<file path="src/rtl/router_pkg.sv">
// Shared definitions for the router output synchronizer.
// Contents: default channel count and address width, the per-channel
// timeout FSM state encoding, and the width of the optional flush statistics
// counters (enabled with ROUTER_SYNC_STATS_EN).
package router_pkg;

    localparam int unsigned NUM_CH_DEF = 3;
    localparam int unsigned ADDR_W_DEF = 2;
    localparam int unsigned STATS_W    = 8;

    typedef enum logic [1:0] {
        IDLE  = 2'd0,
        COUNT = 2'd1,
        FLUSH = 2'd2
    } timer_state_e;

endpackage : router_pkg

</file>
<file path="src/rtl/router_sync_timer.sv">
// Single-channel FIFO head timeout monitor.
// Counts consecutive cycles in which the FIFO holds data that is not read.
// After TIMEOUT such cycles it emits a one-cycle soft_rst pulse that flushes
// the FIFO, then re-arms.
// Ports:
//   clk      in   system clock
//   rst      in   synchronous active-high reset
//   valid    in   FIFO has data (~empty)
//   read_enb in   downstream reads the FIFO this cycle
//   empty    in   FIFO empty flag
//   soft_rst out  registered one-cycle flush pulse
module router_sync_timer
    import router_pkg::*;
#(
    parameter int unsigned TIMEOUT = 30
) (
    input  logic clk,
    input  logic rst,
    input  logic valid,
    input  logic read_enb,
    input  logic empty,
    output logic soft_rst
);

    localparam int unsigned CNT_W = $clog2(TIMEOUT);

    timer_state_e     state_q, state_d;
    logic [CNT_W-1:0] cnt_q, cnt_d;

    // State, counter and pulse registers
    always_ff @(posedge clk) begin
        if (rst) begin
            state_q  <= IDLE;
            cnt_q    <= '0;
            soft_rst <= 1'b0;
        end else begin
            state_q  <= state_d;
            cnt_q    <= cnt_d;
            soft_rst <= (state_d == FLUSH);
        end
    end

    // Next-state logic; a read or an emptied FIFO takes priority over the
    // terminal count so a head consumed on the last cycle is never flushed.
    always_comb begin
        state_d = state_q;
        cnt_d   = cnt_q;
        case (state_q)
            IDLE: begin
                cnt_d = '0;
                if (valid && !read_enb) begin
                    state_d = COUNT;
                    cnt_d   = CNT_W'(1);
                end
            end
            COUNT: begin
                if (read_enb || empty) begin
                    state_d = IDLE;
                    cnt_d   = '0;
                end else if (cnt_q == CNT_W'(TIMEOUT - 1)) begin
                    state_d = FLUSH;
                    cnt_d   = '0;
                end else begin
                    cnt_d = cnt_q + CNT_W'(1);
                end
            end
            FLUSH: begin
                state_d = IDLE;
                cnt_d   = '0;
            end
            default: begin
                state_d = IDLE;
                cnt_d   = '0;
            end
        endcase
    end

endmodule : router_sync_timer

</file>
<file path="src/rtl/router_sync_n.sv">
// N-channel synchronizer between the router FSM/register front end and the
// per-destination output FIFOs. Latches the destination address, steers the
// write enable to one FIFO, returns the addressed FIFO's full flag, drives
// valid_out and flushes any FIFO whose head stays unread for TIMEOUT cycles.
// Optional build macro: ROUTER_SYNC_STATS_EN adds per-channel 8-bit
// saturating flush counters on output flush_count.
// Ports:
//   clk           in   system clock
//   rst           in   synchronous active-high reset
//   detect_add    in   capture data_in as destination address
//   data_in       in   destination address [ADDR_W]
//   write_enb_reg in   FSM write request for the current byte
//   read_enb      in   per-FIFO read enables [NUM_CH]
//   empty         in   per-FIFO empty flags [NUM_CH]
//   full          in   per-FIFO full flags [NUM_CH]
//   valid_out     out  per-FIFO data available [NUM_CH]
//   write_enb     out  one-hot or zero FIFO write enable [NUM_CH]
//   fifo_full     out  full flag of addressed FIFO (1 for invalid address)
//   addr_err      out  latched address is not a valid channel
//   soft_rst      out  one-cycle FIFO flush pulses [NUM_CH]
//   flush_count   out  per-channel flush counters [NUM_CH*8] (stats build only)
module router_sync_n
    import router_pkg::*;
#(
    parameter int unsigned NUM_CH  = NUM_CH_DEF,
    parameter int unsigned ADDR_W  = ADDR_W_DEF,
    parameter int unsigned TIMEOUT = 30
) (
    input  logic              clk,
    input  logic              rst,
    input  logic              detect_add,
    input  logic [ADDR_W-1:0] data_in,
    input  logic              write_enb_reg,
    input  logic [NUM_CH-1:0] read_enb,
    input  logic [NUM_CH-1:0] empty,
    input  logic [NUM_CH-1:0] full,
    output logic [NUM_CH-1:0] valid_out,
    output logic [NUM_CH-1:0] write_enb,
    output logic              fifo_full,
    output logic              addr_err,
    output logic [NUM_CH-1:0] soft_rst
`ifdef ROUTER_SYNC_STATS_EN
    ,
    output logic [NUM_CH*STATS_W-1:0] flush_count
`endif
);

    logic [ADDR_W-1:0] addr_reg;

    // Destination address latch
    always_ff @(posedge clk) begin
        if (rst) begin
            addr_reg <= '0;
        end else if (detect_add) begin
            addr_reg <= data_in;
        end
    end

    assign addr_err  = !(32'(addr_reg) < NUM_CH);
    assign valid_out = ~empty;

    // Write decode and full mux; an out-of-range address matches no channel,
    // which leaves write_enb at zero and reports full so the FSM stalls.
    always_comb begin
        write_enb = '0;
        fifo_full = 1'b1;
        for (int unsigned i = 0; i < NUM_CH; i++) begin
            if (addr_reg == ADDR_W'(i)) begin
                write_enb[i] = write_enb_reg;
                fifo_full    = full[i];
            end
        end
    end

    // Independent timeout monitor per channel
    for (genvar g = 0; g < NUM_CH; g++) begin : g_timer
        router_sync_timer #(
            .TIMEOUT (TIMEOUT)
        ) u_timer (
            .clk      (clk),
            .rst      (rst),
            .valid    (valid_out[g]),
            .read_enb (read_enb[g]),
            .empty    (empty[g]),
            .soft_rst (soft_rst[g])
        );
    end

`ifdef ROUTER_SYNC_STATS_EN
    // Saturating count of flush pulses per channel
    for (genvar g = 0; g < NUM_CH; g++) begin : g_stats
        logic [STATS_W-1:0] fc_q;

        always_ff @(posedge clk) begin
            if (rst) begin
                fc_q <= '0;
            end else if (soft_rst[g] && (fc_q != '1)) begin
                fc_q <= fc_q + STATS_W'(1);
            end
        end

        assign flush_count[g*STATS_W +: STATS_W] = fc_q;
    end
`else
    // Statistics build option disabled: no flush counters.
`endif

endmodule : router_sync_n

</file>
<file path="config.mk">
export PLATFORM = sky130hd
export DESIGN_NAME = router_sync_n
export DESIGN_NICKNAME = d
export VERILOG_FILES = /design/src/rtl/router_pkg.sv /design/src/rtl/router_sync_timer.sv /design/src/rtl/router_sync_n.sv
export SDC_FILE = /design/constraint.sdc
export NUM_CORES = 1
export LEC_CHECK = 0
export ABC_AREA = 0
export CAP_MARGIN = 20
export CORE_MARGIN = 1
export CORE_UTILIZATION = 53
export CTS_BUF_LIST = sky130_fd_sc_hd__clkbuf_2 sky130_fd_sc_hd__clkbuf_4 sky130_fd_sc_hd__clkbuf_8
export CTS_CLUSTER_SIZE = 8
export DETAILED_ROUTE_END_ITERATION = 6
export DONT_BUFFER_PORTS = 1
export PLACE_DENSITY = 0.68
export SYNTH_ARGS = -nofsm -noshare
export SYNTH_HDL_FRONTEND = slang
export SYNTH_SLANG_ARGS = --single-unit
export TNS_END_PERCENT = 10
</file>
<file path="constraint.sdc">
create_clock -name clk -period 1.4 [get_ports clk]
set_input_delay 0.07 -clock clk [delete_from_list [all_inputs] [get_ports clk]]
set_output_delay 0.07 -clock clk [all_outputs]
set_load 0.01 [all_outputs]
</file>
* Yosys cells after proc, flatten, opt, wreduce, memory -nomap -nowiden *
Index checks and enable logic that the tools add are counted.

word-level totals
  flip-flop bits (word level) = 26
  word-level logic and storage cells = 70
  input bits = 15
  output and inout bits = 11

cells by class
  equal/unequal tests = 11
  add/subtract/negate cells = 3
  $lt $le $gt $ge = 1
  mux-type cells = 30
  bitwise operators = 1
  reduce and logical (&&, ||, !) cells = 14

operator list
  operator                                                         number
  5-bit 2-to-1 mux                                                 6
  5-bit case mux with 2 select lines                               3
  2-bit 2-to-1 mux                                                 9
  5-bit by 1-bit adder with 5-bit output, second input constant    3
  5-bit == test, second input constant                             3
  2-bit case mux with 2 select lines                               3
  1-bit 2-to-1 mux                                                 9
  2-bit by 1-bit == test with 1-bit output, second input constant  4
  2-bit == test, second input constant                             4
  2-bit zero test                                                  4
  1-bit zero test                                                  4
  1-bit logical AND                                                3
  1-bit logical OR                                                 3
  3-bit inverter                                                   1
  2-bit < comparator, second input constant                        1

* Logic depth before layout (Yosys ltp) *
Gate-level depths: netlist of the first run.

  depth after elaboration = 5
  gate-level depth with buffers = 5

* Hierarchy *
Synthesis of the first run repeated with hierarchy kept, for this count alone.

second synthesis, totals
  cell total of the unflattened synthesis = 110
  area, all modules = 1118.6 um^2

modules (own cells, without submodules)
  module             seq. area each (um^2)  area each (um^2)  cells an instance  instances
  router_sync_timer  160.2                  327.8             31                 3
  router_sync_n      40.0                   135.1             17                 1

* Worst setup path before layout of the first run *
Ideal clock, no wire load.

  path type = register to register
  from = register g_timer[0].u_timer.cnt_q[1]
  to = register g_timer[0].u_timer.cnt_q[2]
  buffers on the path = 0
  arrival time = 1032 ps
  path slack = 303 ps
  stages on the path, launching flop included = 6
  period minus slack after synthesis = 1097 ps
  cells stage by stage = dfxtp_1 -> inv_1 -> ha_1 -> and4_1 -> nand3b_1 -> nor2_1

between the ends
  word-level cells in the longest chain between the ends = 4
  elaborated cells on any way between the ends = 5

RTL lines
  element                                                                         line                                              RTL
  start: declaration                                                              router_sync_timer.sv:28                           logic [CNT_W-1:0] cnt_q, cnt_d;
  start signal: assignment                                                        router_sync_timer.sv:38                           cnt_q <= cnt_d;
  5-bit by 1-bit adder with 5-bit output / 5-bit == test (equally long branches)  router_sync_timer.sv:64, router_sync_timer.sv:60
  5-bit 2-to-1 mux *                                                              router_sync_timer.sv:60                           end else if (cnt_q == CNT_W'(TIMEOUT - 1)) begin
  5-bit 2-to-1 mux *                                                              router_sync_timer.sv:57                           if (read_enb || empty) begin
  5-bit case mux with 2 select lines *                                            router_sync_timer.sv:48                           case (state_q)

Every way passes the cells marked *; elsewhere a longest branch is shown, timed or not.
A chain may end at the register's enable or synchronous reset.

==> results.md, run 1 <==
- Status: complete, no violations
- DIE WIDTH: about 48 um
- Vias: roughly 770
- Met1 wire length: about 800 um
- Max FFs per register: 15
- Total Wirelength: around 1700 um
- CTS Buf Count: 3
- Relative slew slack: between 70 and 80%
- Final Hold Vio Count: 0
- Vias per inst: between 5 and 6
- Synth Area in XOR/XNOR: about 6.4%
- CP Capture Type: flip-flop
- Yosys reg bits: 26
- Worst R2R Start: addr_reg[0]$_SDFFE_PP0P_
- Place WS: just under 0.2 ns
- FF+latch area: approximately 520 um^2
- Largest net degree at the start of global routing: 15
- Initial core utilization: 56.1%
- Clock slew at reported path FFs: 0.13 ns
- Core footprint: just under 0.002 mm^2
- Grt total ovfl: 0
- Initial DRC count: 6
- Top Registers: g_timer.u_timer.cnt_q: 15 flops, g_timer.u_timer.state_q: 6 flops, g_timer.u_timer.soft_rst: 3 flops
- Commonest non-fill, non-tap cell in the layout: dfxtp_1
- Synthesized Nets: between 100 and 150
- Hold_sp: empty[1]
- Setup tns final: 0 ns
- P&R area growth vs syn: 11.4%
- Critical path startpoint: addr_reg[0]$_SDFFE_PP0P_
- Synth async-reset ratio: 0%
- Fin worst setup slack: 0.130 ns
- Share of cells above drive strength 1: ~5.7%
- Sequential share of power: between 60% and 70%
- CTS H-Tree Depth: 1
- Routed len/inst: between 10 and 15 um
- Slew Viols, Final: 0
- Post-Syn Instances: approximately 110
- Ys Warns: 0
- Tot GR Track Use: between 10% and 20%
- Final worst path period share: 90.7%
- Net Sw Frac: a little over a fifth
- Final min period: 1.27 ns
- I/O Buffers: 0
- GPL Wtd Cong: 0.705
- First drt pass iteration count: 5
- TritonCTS sink count: 26
- Num rows: 16
- Detail Route Antenna Nets: 0
- CP max FO: 8
- Adder-Cell Fraction of Synth Area: between 6 and 7%
- Hpwl dp: 1230 um
- Nets@finish: 144
- Initial antenna violation count: 0
- Post-synthesis simple-gate area fraction: approximately a quarter
- Clock Skews: a little over 0.008 ns
- CP Class: flip-flop to flip-flop
- Post-CTS Setup Repair Bufs: 0
- Non-Filler Instances: between 100 and 150
- Placed Instances: ~140
- CP Data Required Time: ~1.6 ns
- Pleak: between 0.4 and 0.5 nW
- Worst-skew pair later-pin latency: between 0.3 and 0.4 ns
- Critical path arrival: roughly 1.5 ns
- Compound-Gate Fraction of Synth Area: under 10%
- Clock Path Buffers: 2
- Highest Clock Rate: 788 MHz
- Power Density: 981 mW/mm^2
- Commonest non-fill, non-tap cells in the layout: 26 x dfxtp_1, 15 x nor2_1, 10 x dlygate4sd3_1
- Design Area, Final: ~0.0012 mm^2
- Post-synthesis cell type count: 31
- Multi-input logic area: between 500 and 600 um^2
- Met2 WL post-DR: about 830 um
- Total die area: 0.00226 mm^2
- Int Power: around 0.95 mW
- Worst vdd ir: approximately 0.48 mV
- Vias in the first global route: 684
- Met3 routed WL: about 65 um
- Antenna cells: 0
- First-pass GRT wire length: roughly 2600 um
- Slew @ Worst Pin: about 0.37 ns
- DRC: 0
- Top reg by flops: g_timer.u_timer.cnt_q
- Unrepaired setup endpoints after global routing: no
- Placed instance area: around 0.0011 mm^2
- Final Total Pwr: between 1 and 1.5 mW
- I/O pins: 26
- Max-cap violations: 0
- Avg Cell Area, Syn: 9.65 um^2
- Post-synthesis sequential area ratio: 47.3%
- Mux contribution to synthesized area: around 1.8%
- EDFF count, synth: 0
- CP Launch Type: flip-flop
- Root buffer cell: clkbuf_4
- Setup-failing EPs final: 0
- Largest family of logic cells by synthesized area: simple AND/OR/NAND/NOR gates
- Switch Pwr: 0.252 mW
- Mapped Area: about 0.0011 mm^2
- Max Used Layer: met4
- Comb pwr share: under 10%
- Die Ht: 47.6 um
- Fillers: between 150 and 200
- Post-synth top flop: dfxtp_1
- Worst Hold Class: input port to output pin
- CTS tree: done
- Clock share of power: 30.2%
## synth_stat cells (3+ instances only)
cell | n | area, um^2
inv_1 | 8 | 30.0
and3_1 | 4 | 25.0
xnor2_1 | 3 | 26.3
ha_1 | 6 | 75.1
nand3_1 | 7 | 35.0
buf_4 | 6 | 45.0
xor2_1 | 5 | 43.8
nand2_1 | 3 | 11.3
a21oi_1 | 6 | 30.0
nor2_1 | 15 | 56.3
dfxtp_1 | 26 | 521
## worst max-delay path, cell delays in order (launching register included)
cell and delay (ns):
dfxtp_1 0.40, mux2i_1 0.17, nor2_1 0.05, dlygate4sd3_1 0.56
## power by group through the flow
stage	combinational (mW)	clock, mW	sequential [mW]
2_1_floorplan	0.0464	0	0.777
3_3_place_gp	0.0441	0	0.779
3_5_place_dp	0.0454	0	0.779
4_1_cts	0.0763	0.380	0.763
5_1_grt	0.0849	0.411	0.767
6_report	0.0760	0.363	0.763
## cells by family after synthesis
group | Yosys count
fa+ha+maj | 6
xor+xnor | 8
compound gates | 10
buf+inv | 14
mux | 2
simple gates | 48
flops | 26
## area by class of cell
type	instances	area share, %
tap	27	2.76
clock buffer	4	2.96
timing repair buffer	10	8.17
inverter	8	2.45
multi-input combinational	74	41.2
sequential	26	42.5
## final timing paths
check,end,slack [ns],depth (start not counted)
max,addr_reg[0]$_SDFFE_PP0P_,0.13,3
min,valid_out[1],0.19,1
max reg2reg,addr_reg[0]$_SDFFE_PP0P_,0.13,3
min reg2reg,g_timer[1].u_timer.cnt_q[1]$_SDFF_PP0_,0.48,1
## layer usage
metal / global-route usage (%) / vias to the layer above
met4: 10.0 / 0
met3: 3.40 / 2
met5: 0 / -
met2: 29.9 / 19
li1: - / 407
met1: 19.9 / 345
## what timing repair did
item | in CTS | in global routing
endpoints found under the hold margin | 15 | 0
hold buffers | 10 | 0
gates resized for setup | 0 | 0
## stage by stage
| stage | utilization, % | hold WS, ns |
|---|---|---|
| 5_1_grt | 62.4 | 0.190 |
| 6_report | 62.4 | 0.186 |
| 4_1_cts | 62.4 | 0.186 |
| 3_3_place_gp | 55.5 | 0.145 |
| 2_1_floorplan | - | 0.142 |
| 3_5_place_dp | 55.5 | 0.145 |
(Power assumes the default switching activity.)
==> inputs of run 2 (changes only) <==
Settings changed: ABC_AREA 0 to not set, PLACE_DENSITY 0.68 to 0.74, SYNTH_HIERARCHICAL set to 1.
==> results.md, run 2 <==
- Antenna cells: 0 (unchanged)
- Commonest non-fill, non-tap cells in the layout: 26 x dfxtp_1, 16 x nor2_1, 10 x dlygate4sd3_1
- Worst vdd ir: 0.672 mV (+39%)
- Setup-failing EPs final: 0 (unchanged)
- Met3 Use GR: 7.92% (+4.5 points)
- Clock slew at reported path FFs: 0.13 ns (about the same)
- Met2 GRT Util: 38.1% (+8.2 points)
- Pleak: 0.492 nW (about the same)
- CP Data Required Time: 1.67 ns (+0.06 ns)
- Num rows: 16 (unchanged)
- Ys Warns: 6 (+6)
- Die Ht: 47.9 um (+0.81%)
- CP max FO: 7 (-1)
- Status: complete, no violations
- Vias in the first global route: 805 (+18%)
- TritonCTS sink count: 26 (unchanged)
- CP Launch Type: flip-flop
- CTS tree: done
- Top reg by flops: g_timer.u_timer/cnt_q
- Top Registers: g_timer.u_timer/cnt_q: 15 flops, g_timer.u_timer/state_q: 6 flops, g_timer.u_timer/soft_rst: 3 flops
- Comb pwr share: 7.7% (+1.4 points)
- Synthesized Nets: 131 (-3.0%)
- Int Power: 0.964 mW (+1.4%)
- CP Class: flip-flop to flip-flop
- Avg Cell Area, Syn: 10.2 um^2 (+5.4%)
- Initial DRC count: 6 (unchanged)
- Hpwl dp: 1310 um (+6.2%)
- Reg2reg end: addr_reg[0]$_SDFFE_PP0P_
- Post-cts resize count: 0 (unchanged)
- Synth async-reset ratio: 0% (unchanged)
- Cell with the most instances after synthesis: dfxtp_1
- Routed len/inst: 12.4 um (+9.1%)
- First drt pass iteration count: 4 (-1)
- I/O pins: 26 (unchanged)
- Final Hold Vio Count: 0 (unchanged)
- Detail Route Antenna Nets: 0 (unchanged)
- Critical path arrival: 1.52 ns (+0.04 ns)
- Worst-skew pair later-pin latency: 0.31 ns (about the same)
- Final min period: 1.26 ns (-0.0141 ns)
- Net Sw Frac: 21.1% (+0.11 points)
- Clock Path Buffers: 2 (unchanged)
- Worst Reg2Reg Path Length in Cells: 3 (unchanged)
- Slowest Stage Delay on Critical Path: 0.55 ns (about the same)
- CTS H-Tree Depth: 1 (unchanged)
- Largest net degree at the start of global routing: 15 (unchanged)
- Vias: 799 (+3.4%)
- Slew @ Worst Pin: 0.365 ns (-0.00686 ns)
- Final worst path period share: 89.7% (-1.0 points)
- Clock share of power: 29.8% (-0.4 points)
- Total Wirelength: 1870 um (+11%)
- Setup tns final: 0 ns (unchanged)
- GPL Wtd Cong: 0.741 (+5.1%)
- Max FFs per register: 15 (unchanged)
- Post-Syn Instances: 110 (-3.5%)
- Total die area: 0.00230 mm^2 (+1.6%)
- Worst Hold Class: input port to flip-flop
- Root buffer cell: clkbuf_4
- CP max stage cell: dlygate4sd3_1
- Synth area leader: dfxtp_1
- Met1 usage: 18.8% (-1.1 points)
- Mapped Area: 0.00112 mm^2 (+1.7%)
- Power Density: 947 mW/mm^2 (-3.5%)
- EDFF count, synth: 0 (unchanged)
- CTS Buf Count: 3 (unchanged)
- Buf/Inv on CP: 1 (unchanged)
- Tot GR Track Use: 20.3% (+3.0 points)
- Post-synthesis cell type count: 19 (-39%)
- Unrepaired setup endpoints after global routing: no
- Yosys reg bits: 26 (unchanged)
- Switch Pwr: 0.257 mW (+2.1%)
- Relative slew slack: 75.6% (+0.46 points)
- Final Total Pwr: 1.22 mW (+1.5%)
- Worst R2R Start: addr_reg[0]$_SDFFE_PP0P_
- Commonest non-fill, non-tap cell in the layout: dfxtp_1
- Reg2reg setup slack: 0.14 ns (about the same)
- Dominant cells by area after synthesis: dfxtp_1 47%, ha_1 6.7%, nand3b_4 5.4%, nor2_1 5.4%, nor3b_1 4.7%
- Highest Clock Rate: 796 MHz (+1.1%)
- Worst-path cell chain: mux2i_1 -> nor2_1 -> dlygate4sd3_1
- Share of cells above drive strength 1: 9.68% (+3.9 points)
- Core footprint: 0.00198 mm^2 (+1.0%)
- Nets@finish: 146 (+1.4%)
- Initial core utilization: 56.4% (+0.38 points)
- Max-cap violations: 0 (unchanged)
- CP Capture Type: flip-flop
- DRC: 0 (unchanged)
- Place WS: 0.231 ns (+0.0361 ns)
- Sequential share of power: 62.5% (-1.0 points)
- Worst Hold End: g_timer[2].u_timer/state_q[0]$_SDFF_PP0_
- Post-synth top area share: 46.5% (-0.79 points)
- Fin worst setup slack: 0.144 ns (+0.0141 ns)
- CP top delay family: buffers and inverters
- Vias per inst: 5.29 (+2.0%)
- Worst hold path depth: 3 (+2)
- Clock Skews: 0.00157 ns (-0.00665 ns)
- P&R area growth vs syn: 15.2%
- CP Depth: 3 (unchanged)
- Synth cell count leaders: 26 x dfxtp_1, 16 x nor2_1, 7 x nor3b_1
- Post-synth top flop: dfxtp_1
- Initial antenna violation count: 0 (unchanged)
- Hold_sp: empty[2]
- Slew Viols, Final: 0 (unchanged)
- Worst Hold Slack: 0.150 ns (-0.0361 ns)
- DIE WIDTH: 47.9 um (+0.81%)
- Busiest grt layer: met2
- Post-synthesis sequential area ratio: 46.5% (-0.79 points)
- I/O Buffers: 0 (unchanged)
- First-pass GRT wire length: 3110 um (+18%)
- Grt total ovfl: 0 (unchanged)
==> run 2: changes by cell type after synthesis, sizes merged, moves of 3 or more <==
cell    delta
buf        -6
nand3b     +5
or3        +3
nor4       -3
nor3b      +6
and2b      +3
and3       -4
==> run 2: per-layer routing <==
layer | vias to the layer above | part of all wire (%)
met3 | 7 | 6.1
met2 | 29 | 50
li1 | 396 | -
met1 | 367 | 42
met5 | - | 0
met4 | 0 | 2.4
==> run 2: area by class of cell <==
cell class              count  area [um^2]
fillers                   186          693
multi-input cells          78          576
flip-flops and latches     26          520
repair buffers             10          100
clock buffers               4         36.3
well taps                  27         33.8
inverters                   6         22.5
==> run 2: worst reg2reg max path: stages, from the launching register on <==
cell and delay (ns):
dfxtp_1 0.46, mux2i_1 0.11, nor2_1 0.09, dlygate4sd3_1 0.55
==> run 2: logic make-up (layout without fill, tap and decap cells) <==
group           after synthesis  in the layout  share of synthesized area, %
simple gates                 53             53                          31.4
flops                        26             26                          46.5
xor+xnor                      9              9                          7.05
fa+ha+maj                     6              6                          6.71
compound gates                6              6                          2.68
buf+inv                       6             20                          2.01
mux                           4              4                          3.58
==> run 2: stage by stage <==
stage	std cells	utilization, %	instance area (um^2)
floorplan	110	-	1120
global placement	137	58.1	1150
detailed placement	137	58.1	1150
CTS	151	65.0	1290
global route	151	65.0	1290
finish	151	65.0	1290
==> run 2: worst max-delay path by stage <==
| stage | from | to | slack, ns |
|---|---|---|---|
| finish | addr_reg[0]$_SDFFE_PP0P_ | addr_reg[0]$_SDFFE_PP0P_ | 0.14 |
| global route | addr_reg[0]$_SDFFE_PP0P_ | addr_reg[0]$_SDFFE_PP0P_ | 0.06 |
| CTS | addr_reg[0]$_SDFFE_PP0P_ | addr_reg[0]$_SDFFE_PP0P_ | 0.16 |
| detailed placement | g_timer[1].u_timer/cnt_q[0]$_SDFF_PP0_ | g_timer[1].u_timer/state_q[1]$_SDFF_PP0_ | 0.23 |
| global placement | g_timer[1].u_timer/cnt_q[0]$_SDFF_PP0_ | g_timer[1].u_timer/cnt_q[4]$_SDFF_PP0_ | 0.27 |
| floorplan | g_timer[0].u_timer/cnt_q[1]$_SDFF_PP0_ | g_timer[0].u_timer/cnt_q[0]$_SDFF_PP0_ | 0.38 |
==> run 2: power groups by stage <==
stage / registers (mW) / logic (mW) / clock network [mW]
floorplan: 0.776 / 0.0603 / 0
global placement: 0.778 / 0.0654 / 0
detailed placement: 0.779 / 0.0670 / 0
CTS: 0.763 / 0.0927 / 0.389
global route: 0.766 / 0.103 / 0.419
finish: 0.763 / 0.0936 / 0.364
==> run 2: repair_timing <==
| item | 4_1_cts | 5_1_grt |
|---|---|---|
| buffers inserted | 0 | 0 |
| hold buffers | 10 | 0 |
| hold endpoints to repair | 14 | 0 |
| endpoints found under the setup margin | 0 | 0 |
==> inputs of run 3 (changes only) <==
Settings changed: ABC_AREA set to 1.
==> results.md, run 3 <==
- EDFF count, synth: 0 (unchanged)
- Die Ht: 51.0 um (+6.3%)
- Worst Hold Class: input port to flip-flop
- Yosys reg bits: 26 (unchanged)
- Ys Warns: 6 (unchanged)
- Worst-skew pair later-pin latency: 0.31 ns (about the same)
- Grt total ovfl: 0 (unchanged)
- DRC: 0 (unchanged)
- Largest net degree at the start of global routing: 15 (unchanged)
- CTS tree: done
- Max-cap violations: 0 (unchanged)
- Non-Filler Instances: 220 (+46%)
- Hpwl dp: 1640 um (+26%)
- Total die area: 0.00260 mm^2 (+13%)
- Initial core utilization: 56.9% (+0.48 points)
- Int Power: 0.961 mW (-0.27%)
- Post-CTS Setup Repair Bufs: 0 (unchanged)
- Worst-path cell chain: inv_1 -> nor3_1
- CP max stage cell: dfxtp_1
- DIE WIDTH: 51.0 um (+6.3%)
- Max Used Layer: met4
- Commonest non-fill, non-tap cells in the layout: 46 x nand2_1, 36 x inv_1, 26 x dfxtp_1
- Top reg by flops: g_timer.u_timer/cnt_q
- Post-synthesis cell type count: 16 (-3)
- Highest Clock Rate: 793 MHz (-0.47%)
- GPL Wtd Cong: 0.791 (+6.7%)
- Vias: 1,049 (+31%)
- Routed len/inst: 9.60 um (-23%)
- Placed Instances: 210 (+53%)
- I/O Buffers: 0 (unchanged)
- Nets@finish: 214 (+47%)
- CP Data Required Time: 1.33 ns (-0.34 ns)
- Clock Path Buffers: 2 (unchanged)
- CP Launch Type: flip-flop
- Pleak: 0.636 nW (+29%)
- Final Hold Vio Count: 0 (unchanged)
- Commonest non-fill, non-tap cell in the layout: nand2_1
- First-pass GRT wire length: 3760 um (+21%)
- Top Registers: g_timer.u_timer/cnt_q: 15 flops, g_timer.u_timer/state_q: 6 flops, g_timer.u_timer/soft_rst: 3 flops
- Initial DRC count: 18 (+12)
- Power Density: 900 mW/mm^2 (-4.9%)
- Relative slew slack: 75.5% (-0.17 points)
- Switch Pwr: 0.302 mW (+17%)
- Post-synth top area share: 40.9% (-5.6 points)
- CP top delay family: flip-flops
- Post-synthesis sequential area ratio: 40.9% (-5.6 points)
- Synth cell count leaders: 46 x nand2_1, 36 x inv_1, 26 x dfxtp_1
- Post-Syn Instances: 182 (+65%)
- Core footprint: 0.00223 mm^2 (+13%)
- Dominant cells by area after synthesis: dfxtp_1 41%, nand2_1 14%, inv_1 11%, nor2_1 6.2%, ha_1 5.9%
- TritonCTS sink count: 26 (unchanged)
- Slew @ Worst Pin: 0.365 ns (+0.000510 ns)
- Antenna cells: 0 (unchanged)
- Met1 wire length: 969 um (+25%)
- Max FFs per register: 15 (unchanged)
- Tot GR Track Use: 19.0% (-1.3 points)
- Clock Skews: 0.00412 ns (+0.00255 ns)
- Clock share of power: 29.6% (-0.2 points)
- Share of cells above drive strength 1: 11.5% (+1.8 points)
- I/O pins: 26 (unchanged)
- Sequential share of power: 61.5% (-1.0 points)
- Avg Cell Area, Syn: 6.98 um^2 (-31%)
- Clock slew at reported path FFs: 0.13 ns (about the same)
- Fin worst setup slack: 0.138 ns (-0.00595 ns)
- Net Sw Frac: 23.9% (+2.8 points)
- Comb pwr share: 8.9% (+1.2 points)
- CP max FO: 7 (unchanged)
- Worst Hold Slack: 0.0193 ns (-0.130 ns)
- Setup tns final: 0 ns (unchanged)
- Vias in the first global route: 1,009 (+25%)
- Worst vdd ir: 0.711 mV (+5.7%)
- P&R area growth vs syn: 10.3%
- Initial antenna violation count: 0 (unchanged)
- CP Class: flip-flop to output pin
- Buf/Inv on CP: 1 (unchanged)
- Met3 routed WL: 69 um (-40%)
- Num rows: 17 (+1)
- First drt pass iteration count: 3 (-1)
- CTS Buf Count: 3 (unchanged)
- Detail Route Antenna Nets: 0 (unchanged)
- CP Capture Type: output pin
- Cell with the most instances after synthesis: nand2_1
- Final min period: 1.26 ns (+0.00595 ns)
- Final worst path period share: 90.1% (+0.42 points)
- Vias per inst: 4.77 (-9.9%)
- Critical path arrival: 1.19 ns (-0.33 ns)
- Slowest Stage Delay on Critical Path: 0.45 ns (-0.10 ns)
- Final Total Pwr: 1.26 mW (+3.5%)
- CTS H-Tree Depth: 1 (unchanged)
- Total Wirelength: 2110 um (+13%)
- Synth async-reset ratio: 0% (unchanged)
- Synthesized Nets: 203 (+55%)
- Place WS: 0.309 ns (+0.0788 ns)
- Root buffer cell: clkbuf_4
- Synth area leader: dfxtp_1
- Slew Viols, Final: 0 (unchanged)
- Mapped Area: 0.00127 mm^2 (+14%)
- Status: complete, no violations
- Setup-failing EPs final: 0 (unchanged)
- Hold buffer count at CTS: 6 (-4)
- Post-synth top flop: dfxtp_1
- Post-cts resize count: 0 (unchanged)
- Met2 WL post-DR: 1060 um (+14%)
- Unrepaired setup endpoints after global routing: no
[run 3: routing by layer]
layer | up-vias | GRT usage, %
met3 | 2 | 2.68
met2 | 19 | 36.4
met4 | 0 | 6.94
met1 | 465 | 20.7
met5 | - | 0
li1 | 563 | -
[run 3: power groups by stage]
| stage | Clock (mW) | Sequential [mW] | Combinational (mW) |
|---|---|---|---|
| 2_1_floorplan | 0 | 0.789 | 0.0826 |
| 3_3_place_gp | 0 | 0.792 | 0.0917 |
| 6_report | 0.374 | 0.777 | 0.112 |
| 5_1_grt | 0.418 | 0.780 | 0.129 |
| 4_1_cts | 0.385 | 0.777 | 0.113 |
| 3_5_place_dp | 0 | 0.793 | 0.0965 |
[run 3: metrics by stage]
stage / area (um^2) / util (%)
3_5_place_dp: 1310 / 58.5
5_1_grt: 1400 / 62.8
2_1_floorplan: 1270 / -
3_3_place_gp: 1310 / 58.5
4_1_cts: 1400 / 62.8
6_report: 1400 / 62.8
[run 3: worst paths after layout]
kind	from	end	slack (ns)	cells after the start
min	read_enb[1]	g_timer[1].u_timer/cnt_q[0]$_SDFF_PP0_	0.02	5
max	addr_reg[1]$_SDFFE_PP0P_	write_enb[2]	0.14	2
max reg2reg	addr_reg[0]$_SDFFE_PP0P_	addr_reg[0]$_SDFFE_PP0P_	0.16	3
min reg2reg	g_timer[0].u_timer/state_q[0]$_SDFF_PP0_	g_timer[0].u_timer/cnt_q[0]$_SDFF_PP0_	0.44	1
[run 3: tightest hold or removal path, stage by stage]
cell and delay, ns:
inv_1 0.03, nand2_1 0.05, nand2_1 0.05, nand3_1 0.07, a21oi_1 0.04
[run 3: area by class of cell]
class,count,area [um^2]
fillers,219,831
multi-input cells,117,604
flip-flops and latches,26,520
inverters,39,146
repair buffers,6,60.1
clock buffers,4,36.3
well taps,28,35.0
[run 3: kinds of logic after synthesis]
logic type      count (synthesis)  synth area share, %
flops                          26                 40.9
fa+ha+maj                       6                 5.91
compound gates                 12                 5.51
simple gates                   96                 34.1
buf+inv                        39                 11.5
xor+xnor                        3                 2.07
